`src/rtl/mux_result_skid.sv`:
```
// mux_result_skid: registered two-entry (main + skid) output stage after the
// 32-bit result selector. The selected word is tagged with zero/negative flags
// and handed downstream over valid/ready. in_ready comes straight from a flop,
// so downstream back-pressure never reaches the selector combinationally.
// Ports:
//   clk, rst             clock, async active-high reset
//   in_data/in_valid     selector word and its valid
//   in_ready             registered accept
//   out_data/out_zero    registered word and its zero flag
//   out_neg/out_valid    sign flag and output valid
//   out_ready            downstream accept
//   occupancy            entries held (0..2)
module mux_result_skid #(
  parameter int WIDTH = 32
) (
  input  logic             clk,
  input  logic             rst,
  input  logic [WIDTH-1:0] in_data,
  input  logic             in_valid,
  output logic             in_ready,
  output logic [WIDTH-1:0] out_data,
  output logic             out_zero,
  output logic             out_neg,
  output logic             out_valid,
  input  logic             out_ready,
  output logic [1:0]       occupancy
);

  localparam logic [1:0] EMPTY = 2'd0;
  localparam logic [1:0] ONE   = 2'd1;
  localparam logic [1:0] FULL  = 2'd2;

  logic [1:0]       state_q, state_d;
  logic [WIDTH-1:0] main_q, main_d;
  logic [WIDTH-1:0] skid_q, skid_d;
  logic             zero_q, zero_d;
  logic             neg_q, neg_d;
  logic             in_ready_q, in_ready_d;

  logic             in_fire;
  logic             out_fire;
  logic             load_main;
  logic [WIDTH-1:0] load_word;

  assign out_valid = (state_q != EMPTY);
  assign in_fire   = in_valid & in_ready_q;
  assign out_fire  = out_valid & out_ready;

  always_comb begin
    state_d    = state_q;
    skid_d     = skid_q;
    in_ready_d = in_ready_q;
    load_main  = 1'b0;
    load_word  = in_data;
    unique case (state_q)
      EMPTY: begin
        if (in_fire) begin
          state_d   = ONE;
          load_main = 1'b1;
        end
      end
      ONE: begin
        if (in_fire && out_fire) begin
          load_main = 1'b1;
        end else if (in_fire) begin
          // main is stalled: park the new word in skid and close the input
          state_d    = FULL;
          skid_d     = in_data;
          in_ready_d = 1'b0;
        end else if (out_fire) begin
          state_d = EMPTY;
        end
      end
      FULL: begin
        if (out_fire) begin
          state_d    = ONE;
          load_main  = 1'b1;
          load_word  = skid_q;
          in_ready_d = 1'b1;
        end
      end
      default: begin
        state_d    = EMPTY;
        in_ready_d = 1'b1;
      end
    endcase
  end

  // flags travel with the word so they only change when out_data does
  always_comb begin
    main_d = main_q;
    zero_d = zero_q;
    neg_d  = neg_q;
    if (load_main) begin
      main_d = load_word;
      zero_d = ~|load_word;
      neg_d  = load_word[WIDTH-1];
    end
  end

  always_ff @(posedge clk or posedge rst) begin
    if (rst) begin
      state_q    <= EMPTY;
      main_q     <= '0;
      skid_q     <= '0;
      zero_q     <= 1'b0;
      neg_q      <= 1'b0;
      in_ready_q <= 1'b1;
    end else begin
      state_q    <= state_d;
      main_q     <= main_d;
      skid_q     <= skid_d;
      zero_q     <= zero_d;
      neg_q      <= neg_d;
      in_ready_q <= in_ready_d;
    end
  end

  assign in_ready  = in_ready_q;
  assign out_data  = main_q;
  assign out_zero  = zero_q;
  assign out_neg   = neg_q;
  assign occupancy = state_q;

endmodule

```
`config.mk`:
```
export PLATFORM = sky130hd
export DESIGN_NAME = mux_result_skid
export DESIGN_NICKNAME = d
export VERILOG_FILES = /design/src/rtl/mux_result_skid.sv
export SDC_FILE = /design/constraint.sdc
export NUM_CORES = 1
export LEC_CHECK = 0
export BUFFER_PORTS_ARGS = -buffer_cell sky130_fd_sc_hd__buf_4
export CAP_MARGIN = 20
export CORE_MARGIN = 5
export CORE_UTILIZATION = 30
export CTS_BUF_LIST = sky130_fd_sc_hd__clkbuf_4
export DETAILED_ROUTE_END_ITERATION = 8
export PLACE_DENSITY = 0.5
export SYNTH_ARGS = -nofsm -noshare
export SYNTH_HDL_FRONTEND = slang
export SYNTH_SLANG_ARGS = --single-unit
```
`constraint.sdc`:
```
create_clock -name clk -period 5.2 [get_ports clk]
set_clock_uncertainty 0.15 [all_clocks]
set_input_delay 0.26 -clock clk [delete_from_list [all_inputs] [get_ports clk]]
set_output_delay 0.26 -clock clk [all_outputs]
set_load 0.005 [all_outputs]
```
==> impl_metrics.tcl <==
set metrics [dict create \
    outcome "finished clean" \
    cts_tree "yes" \
    path_clk_slew_ns 0.11 \
    clk_latency_ns 0.39 \
    fin_crit_sh_pct 42.7 \
    power_uw 880 \
    syn_area_per_cell_um2 12.2 \
    r2r_cells 3 \
    grt_usage_pct 12.4 \
    grt_pass1_vias 2512 \
    hold_viol_final 0 \
    finalNonFillerCells 503 \
    start_util_pct 30.5 \
    path_class "in -> reg" \
    cts.sinks 68 \
    yosysTopAreaCellShare_pct 53.6 \
    netlist_top_cells_area "dfrtp_1 (54%), mux2_2 (12%), mux2i_1 (10%)" \
    synth_area_leader_cell "dfrtp_1" \
    globalplace.congestion 0.746 \
    grt_pass1_wl_um 12800 \
    num_io_pins 74 \
    setup_tns_ns 0 \
    synthAdderAreaFrac_pct 0 \
    worstHoldStart "in_valid" \
    wirelength_um 7440 \
    wl_per_cell_um 14.8 \
    dp_cells 453 \
    regToRegEndpoint "skid_q[4]" \
    first_pass_iters 4 \
    synth_cells 256 \
    start_kind "primary input" \
    syn_to_final_growth_pct 33.6 \
    layout-drive-gt1-share_pct 36.0 \
    power_leakage_uw 0.00209 \
    core-area_um2 10200 \
    finalSetupViolCount 0 \
    critPathMaxFanout 33 \
    fmax_mhz 450 \
    die_area_um2 12600 \
    rows 37 \
    muxShareOfSynthArea_pct 21.8 \
    synth_compound_area_share_pct 7.37 \
    regToRegSetupSlack_ns 2.99 \
    ys_seq_area_share_pct 54.5 \
    die_h_um 112 \
    nNetsFinal 398 \
    antenna_cells 0 \
    gr-total-overflow 0 \
    vias_per_cell 4.58 \
    clockRootBuffer "clkbuf_4" \
    yosys_most_used_dff "dfrtp_1" \
    synthSimpleGateAreaFrac_pct 11.9 \
    portBuffers 73 \
    num_vias 2305 \
    synthDistinctLibCells 34 \
    relSlewSlack_pct 35.3 \
    die_x_um 112 \
    numCtsBuffers 9 \
    crit_start "out_ready" \
    slew_viol_final 0 \
    rsz0062_at_grt "no" \
    hold_path_class "in -> reg" \
    final_area_um2 4180 \
    drv_cap 0 \
    synth-seq-cells 68 \
    end_kind "flop" \
    fin_crit_ns 2.22 \
    synth_fp_nets 292 \
    r2r-start "in_ready" \
    worstMarginPinSlew_ns 0.968 \
    drt_drc_violations_left 0 \
    grt_max_degree 69 \
    crit_end "skid_q[4]" \
    crit_arrival_ns 2.35 \
    synth_edf_count 0 \
    cts_buffer_depth 2 \
    power.density_nw_per_um2 211 \
    async_reset_ff_share_pct 100 \
    drt_iter0_markers 51 \
    post_cts_buffers 0 \
    dp_hpwl_um 4890 \
    ant_nets 0 \
    critical_path_required_ns 5.33 \
    cts_resized 0 \
    synth.cell_area_um2 3130 \
    antenna_found_initial 0 \
    synth_top_family_by_area "multiplexers" \
    placed_area_um2 3730 \
    synth_xor_area_share_pct 0 \
    cts_htree_levels 3 \
    ys.warnings.count 0 \
    peakVddDrop_mv 0.0965 \
]
metal layers:
metal	wire length, um	up-vias	global-route usage [%]
met5	0	-	0
met2	3440	48	19.5
li1	-	1143	-
met4	118	0	4.57
met3	309	10	2.64
met1	3570	1104	17.1
layout make-up:
| cell class | count | area, um2 |
|---|---|---|
| Clock buffer | 10 | 75.1 |
| Clock inverter | 6 | 31.3 |
| Fill cell | 1014 | 6060 |
| Inverter | 1 | 3.75 |
| Multi-Input combinational cell | 173 | 1290 |
| Sequential cell | 68 | 1700 |
| Tap cell | 136 | 170 |
| Timing Repair Buffer | 109 | 903 |
sequential cells by signal, indices dropped and copies added, names as in the netlist:
register and flops:
in_ready 1, out_data 31, out_neg 1, skid_q 32, occupancy 2, out_zero 1
timing repair:
item | 4_1_cts | 5_1_grt
endpoints found under the hold margin | 70 | 0
endpoints found under the setup margin | 0 | 0
hold buffers | 34 | 0
through the flow:
stage | utilization, % | worst slack [ns] | hold WS [ns]
2_1_floorplan | - | 3.08 | 0.243
3_3_place_gp | 36.4 | 3.06 | 0.342
3_5_place_dp | 36.4 | 3.01 | 0.350
4_1_cts | 40.8 | 2.97 | 0.0550
5_1_grt | 40.8 | 2.88 | 0.0845
6_report | 40.8 | 2.98 | 0.0894
kinds of logic (layout without fill, tap and decap cells):
kind of cell           count (synthesis)  count (layout)
DFF                                   68              68
buffers and inverters                 15             126
and+or+nand+nor                       67              67
muxes                                 64              64
AOI/OAI and AO/OA                     42              42
synth_stat cells, types with 2 or more instances:
cell type / instances
a21o_1: 2
a21oi_1: 34
buf_12: 3
buf_2: 6
buf_6: 3
dfrtp_1: 67
mux2_2: 32
mux2i_1: 32
nand2_1: 3
nand4_1: 2
nor2_1: 35
nor3_1: 3
nor4_1: 13
layout by cell type (no fill, tap or decap), types with 2 or more instances in the layout:
cell type / Yosys / routed
a21o_1: 2 / 2
a21oi_1: 34 / 34
buf_4: 1 / 75
clkbuf_4: 0 / 10
clkinv_2: 0 / 4
dfrtp_1: 67 / 67
dlygate4sd3_1: 0 / 34
mux2_2: 32 / 32
mux2i_1: 32 / 32
nand2_1: 3 / 3
nand4_1: 2 / 2
nor2_1: 35 / 35
nor3_1: 3 / 3
nor4_1: 13 / 13
power breakdown:
group	leakage (uW)	internal (uW)	switching, uW
Sequential	0.000947	529	0
Combinational	0.00108	36.0	28.0
Clock	0.0000634	99.0	188
Total	0.00209	664	216
critical path: stages:
cell and delay (ns):
dlygate4sd3_1 0.54, buf_4 0.16, nand2b_1 0.19, nor2_4 0.78, mux2_2 0.42
worst min path at each step:
stage	endpoint	slack, ns	cells past startpoint
floorplan	in_ready	0.24	2
global placement	skid_q[29]	0.34	1
detailed placement	skid_q[29]	0.35	1
CTS	in_ready	0.06	4
global route	occupancy[0]	0.08	3
finish	in_ready	0.09	4
(Power assumes the default switching activity.)
